==> src/rtl/lfsr_prbs_generator.sv <==
// Parameterised PRBS generator: an LFSR advanced OUTPUT_WIDTH steps per enabled clock,
// with the generated bits registered on data_out (optionally inverted and bit-reversed).
module lfsr_prbs_generator #(
    parameter int unsigned              LFSR_WIDTH   = 31,
    parameter logic [LFSR_WIDTH-1:0]    LFSR_POLY    = 31'h10000001,
    parameter logic [LFSR_WIDTH-1:0]    LFSR_INIT    = {LFSR_WIDTH{1'b1}},
    parameter string                    LFSR_CONFIG  = "FIBONACCI",
    parameter bit                       REVERSE      = 1'b0,
    parameter bit                       INVERT       = 1'b1,
    parameter int unsigned              OUTPUT_WIDTH = 64,
    parameter string                    STYLE        = "AUTO"
) (
    input  logic                    clk,
    input  logic                    rst_n,
    input  logic                    enable,
    output logic [OUTPUT_WIDTH-1:0] data_out
);

    localparam bit IS_GALOIS = (LFSR_CONFIG == "GALOIS");
    localparam bit USE_LOOP  = (STYLE == "LOOP");
    // The x^0 term is implicit in both topologies, so bit 0 of the polynomial is ignored.
    localparam logic [LFSR_WIDTH-1:0] TAP_MASK = LFSR_POLY & ~{{(LFSR_WIDTH-1){1'b0}}, 1'b1};

    logic [LFSR_WIDTH-1:0]   state_q;
    logic [LFSR_WIDTH-1:0]   state_nxt;
    logic [OUTPUT_WIDTH-1:0] word_nxt;
    logic [LFSR_WIDTH-1:0]   work;
    logic [OUTPUT_WIDTH-1:0] gen;
    logic                    fb;

    function automatic logic [LFSR_WIDTH-1:0] mirror_state(input logic [LFSR_WIDTH-1:0] v);
        logic [LFSR_WIDTH-1:0] r;
        r = '0;
        for (int unsigned i = 0; i < LFSR_WIDTH; i++) begin
            r[i] = v[LFSR_WIDTH-1-i];
        end
        return r;
    endfunction

    function automatic logic [OUTPUT_WIDTH-1:0] mirror_word(input logic [OUTPUT_WIDTH-1:0] v);
        logic [OUTPUT_WIDTH-1:0] r;
        r = '0;
        for (int unsigned i = 0; i < OUTPUT_WIDTH; i++) begin
            r[i] = v[OUTPUT_WIDTH-1-i];
        end
        return r;
    endfunction

    // REVERSE is handled by mirroring into a canonical MSB-first frame, stepping there,
    // and mirroring back; the unrolled loop below collapses into a pure XOR matrix.
    always_comb begin
        work = REVERSE ? mirror_state(state_q) : state_q;
        gen  = '0;
        fb   = 1'b0;
        for (int unsigned i = 0; i < OUTPUT_WIDTH; i++) begin
            if (IS_GALOIS) begin
                fb   = work[LFSR_WIDTH-1];
                work = {work[LFSR_WIDTH-2:0], fb} ^ ({LFSR_WIDTH{fb}} & TAP_MASK);
            end else begin
                if (USE_LOOP) begin
                    fb = work[LFSR_WIDTH-1];
                    for (int unsigned j = 1; j < LFSR_WIDTH; j++) begin
                        if (TAP_MASK[j]) begin
                            fb = fb ^ work[j-1];
                        end
                    end
                end else begin
                    fb = work[LFSR_WIDTH-1] ^ (^(work[LFSR_WIDTH-2:0] & TAP_MASK[LFSR_WIDTH-1:1]));
                end
                work = {work[LFSR_WIDTH-2:0], fb};
            end
            gen[OUTPUT_WIDTH-1-i] = fb;
        end
        state_nxt = REVERSE ? mirror_state(work) : work;
        word_nxt  = REVERSE ? mirror_word(gen) : gen;
        if (INVERT) begin
            word_nxt = ~word_nxt;
        end
    end

    always_ff @(posedge clk or negedge rst_n) begin
        if (!rst_n) begin
            state_q  <= LFSR_INIT;
            data_out <= '0;
        end else if (enable) begin
            state_q  <= state_nxt;
            data_out <= word_nxt;
        end
    end

endmodule

==> config.mk <==
export PLATFORM = sky130hd
export DESIGN_NAME = lfsr_prbs_generator
export DESIGN_NICKNAME = d
export VERILOG_FILES = /design/src/rtl/lfsr_prbs_generator.sv
export SDC_FILE = /design/constraint.sdc
export NUM_CORES = 1
export LEC_CHECK = 0
export CAP_MARGIN = 30
export CORE_MARGIN = 4
export CORE_UTILIZATION = 42
export CTS_CLUSTER_DIAMETER = 40
export DETAILED_ROUTE_END_ITERATION = 10
export PLACE_DENSITY = 0.71
export SLEW_MARGIN = 0
export SYNTH_ARGS = -nofsm -noshare
export SYNTH_HDL_FRONTEND = slang
export SYNTH_SLANG_ARGS = --single-unit
==> constraint.sdc <==
create_clock -name clk -period 2.7 [get_ports clk]
set_input_delay 0.27 -clock clk [delete_from_list [all_inputs] [get_ports clk]]
set_output_delay 0.27 -clock clk [all_outputs]
set_load 0.01 [all_outputs]
---- Word level (Yosys, flattened, before mapping) ----
Cells that the tools add are included.
word-level totals
  flip-flop bits (word level) ............. 95
  logic and storage cells ................. 131
operators by class
  bitwise operators ....................... 65
  reductions and logical operators ........ 64
operator list
  cell             count
  30-bit parity    64
  64-bit inverter  1
  1-bit XOR        64

---- Logic depth before layout (Yosys ltp) ----
  word-level depth ........................ 7
  depth in mapped cells ................... 4

---- Worst setup path before layout ----
Ideal clock, no wire load.
  kind .................................... register to register
  start ................................... register state_q[26]
  end ..................................... register data_out[3]
  data arrival time ....................... 1269 ps
  data required time ...................... 2635 ps
  slack ................................... 1366 ps
  cell stages (with the launch flop) ...... 5
  path through ............................ dfstp_2 buf_6 xor3_4 nand2_1 o21a_1
between the ends
  word-level cells in the longest chain between the ends .. 6
ends and longest elaborated chain
  what                                                      RTL line  text
  start: declaration                                        24        logic [LFSR_WIDTH-1:0] state_q;
  start signal: assignment                                  86        state_q <= state_nxt;
  30-bit parity or 1-bit XOR (tied branches)                68        fb = work[LFSR_WIDTH-1] ^ (^(work[LFSR_WIDTH-2:0] & TAP_MASK[LFSR_WIDTH-1:1]));
  1-bit XOR or 30-bit parity (tied branches) (2 in series)  68
  30-bit parity or 1-bit XOR (tied branches)                68
  1-bit XOR (*)                                             68
  64-bit inverter (*)                                       77        word_nxt = ~word_nxt;
  end signal: assignment                                    87        data_out <= word_nxt;
  end: declaration                                          16        output logic [OUTPUT_WIDTH-1:0] data_out
Mark *: on every way between the ends. The rest lies on a longest branch, timed or not.
A chain may end at the register's enable or synchronous reset.

---- Final worst setup path ----
  start ................................... register data_out[2]
  end ..................................... output data_out[2]
No word-level cell between the ends.

==> key figures <==
Clock network
  – Setup bufs post-CTS: 0
  – Root Driver: clkbuf_8
  – CTS tree: done
  – Clock slew at reported path FFs: 0.09 ns
  – Worst skew pair latency: 0.35 ns
  – Max clock buf depth: 2
  – CTS H-Tree Depth: 3
  – Clk sinks: 95
  – Num CTS Buffers: 9

Final layout
  – Area Overhead vs Synth: 22.1%
  – Final std cells w/o fill: 533
  – Share of cells above drive strength 1: 23.0%
  – FILL cells: 869
  – Final-stage net count: 398
  – Ant diodes: 0
  – Most frequent cells in the layout: 64 x dfrtp_1, 64 x clkdlybuf4s50_1, 59 x xnor2_1

Min path
  – Hold crit path type: in2reg
  – Hold Crit Depth: 3

Logic synthesis
  – Unique masters post-synth: 19
  – Mean Syn Cell Area: 11.9 µm²
  – Syn Std Cell Area: 4220 µm²
  – Synth Register Bits: 95
  – Ys Warns: 0
  – Sequential share of the synthesized area: 57.2%
  – Syn Inst Count: 355
  – Synth Net Count: 358

Worst setup path
  – Critical path arrival: 1.30 ns
  – WP depth: 1
  – CP max stage cell: clkdlybuf4s50_1
  – Crit-path leading delay family: buffers and inverters
  – Crit-path max cell delay: 0.55 ns
  – Crit-path cells: clkdlybuf4s50_1
  – WP data required: 2.43 ns
  – Crit path max fanout: 2
  – WP buf/inv: 1
  – CP Class: reg2out
  – Crit end category: primary output
  – Reg2Reg Depth: 3
  – CP Launch Type: register

Route
  – Routed wire per std cell: 15.1 µm
  – TritonRoute pass-1 iters: 4
  – DRC: 0
  – Vias/cell: 4.72
  – Vias: 2514
  – Post-route ant nets: 0
  – DRT iter0 DRCs: 107
  – Routed wire length: 8.03 mm

Global route
  – Grt ovf: 0
  – Total GRT Usage: 14.9%
  – First-pass GRT wire length: 13.5 mm
  – Pin count of the biggest net entering global routing: 57
  – Vias in the first global route: 2639
  – Initial antenna violation count: 0

Timing
  – Worst setup margin: 1.13 ns
  – FMAX: 636 MHz
  – RSZ-0062 raised after global routing: no
  – Ratio of final minimum period to clock period: 58.2%
  – Min Tclk post-route: 1.57 ns
  – Hold Fails Final Rpt: 0
  – Final setup viols: 0
  – Setup Skew: 0.00750 ns
  – Worst slew pin tran: 0.582 ns
  – Fin. max-slew vios: 0
  – Fin Setup TNS: 0 ns
  – Relative slew margins: 61.2%

Status
  – Status: finished clean

Place
  – Final HPWL DP: 5.57 mm
  – Post-place setup slack: 1.10 ns
  – GP Congestion: 0.771
  – Placed insts: 516
  – Port bufs: 66

Run
  – Max Cap Viol: 0

Pwr
  – PD cells: 1500 nW/µm²
  – Lkg Pwr: 2.10 nW
  – VDD IR-drop max: 0.000569 V

Floorplanning
  – Die Footprint: 11700 µm²
  – # rows: 36
  – Initial core utilization: 43.2%
  – Die height: 108 µm
  – I/O pin total: 67
  – CORE AREA: 9770 µm²
  – DIE WIDTH: 108 µm
-- registers in the layout, indices dropped and copies added (netlist names) --
| register | count |
|---|---|
| data_out | 64 |
| state_q | 31 |
-- worst min-delay path, cell delays in order --
cell and delay [ns]:
buf_4 0.28, nor2_1 0.16, a21oi_1 0.05
-- layout make-up --
cell class	instances	area (µm²)	share of cell area [%]
clock buffer	10	128	2.48
clock inverter	6	110	2.14
inverter	25	93.8	1.82
multi-input combinational	194	1530	29.6
sequential	95	2420	46.9
tap	133	166	3.23
timing repair buffer	70	713	13.8
-- worst paths after layout --
| check | from | end | slack [ns] |
|---|---|---|---|
| max | data_out[2] | data_out[2] | 1.13 |
| min | enable | state_q[1] | 0.41 |
| max reg2reg | state_q[26] | state_q[3] | 1.31 |
| min reg2reg | data_out[1] | data_out[1] | 0.51 |
| max in group asynchronous | rst_n | state_q[14] | 1.54 |
| min in group asynchronous | rst_n | data_out[60] | 0.45 |
-- synth_stat cells (all sizes together) --
master / n / area share, %
buf: 13 / 1.8
o21ai: 25 / 3.0
xnor2: 63 / 14
nor2: 9 / 0.80
dfstp: 31 / 19
clkbuf: 28 / 2.5
a21oi: 9 / 1.1
dfrtp: 64 / 38
xor3: 2 / 1.2
o21a: 25 / 4.4
inv: 25 / 2.2
mux2: 36 / 9.7
nand2: 25 / 2.2
-- power by group --
part | switching, mW | total [mW] | internal [mW]
sequential | 0.828 | 3.19 | 2.36
combinational | 1.28 | 3.45 | 2.17
clock | 0.478 | 1.09 | 0.614
-- through the flow --
step	utilization [%]	hold slack (ns)	power [mW]	area [µm²]
after detailed placement	50.2	0.309	6.71	4910
after global placement	50.2	0.294	6.63	4910
final	52.7	0.414	7.74	5150
after CTS	52.7	0.396	7.86	5150
after global routing	52.7	0.431	8.31	5150
after floorplan	-	-0.0256	5.28	4220
-- timing repair --
item | in CTS | in global routing
hold buffers | 1 | 0
gates resized for setup | 0 | 0
hold endpoints to repair | 28 | 0
-- layer usage --
layer,global-route usage (%),share of wire (%)
met2,23.0,46
met4,4.33,1.1
met1,20.7,48
met3,4.18,4.9
met5,0,0
-- cell families (layout without fill, tap and decap cells) --
family | Yosys count | after routing | share of synthesized area [%]
AO/OA/AOI/OAI | 59 | 59 | 8.48
XOR/XNOR | 65 | 65 | 15.0
buffers and inverters | 66 | 111 | 6.55
flip-flops | 95 | 95 | 57.2
multiplexers | 36 | 36 | 9.69
AND/OR/NAND/NOR | 34 | 34 | 3.02
Note: power is estimated with default switching activity, not from simulation.
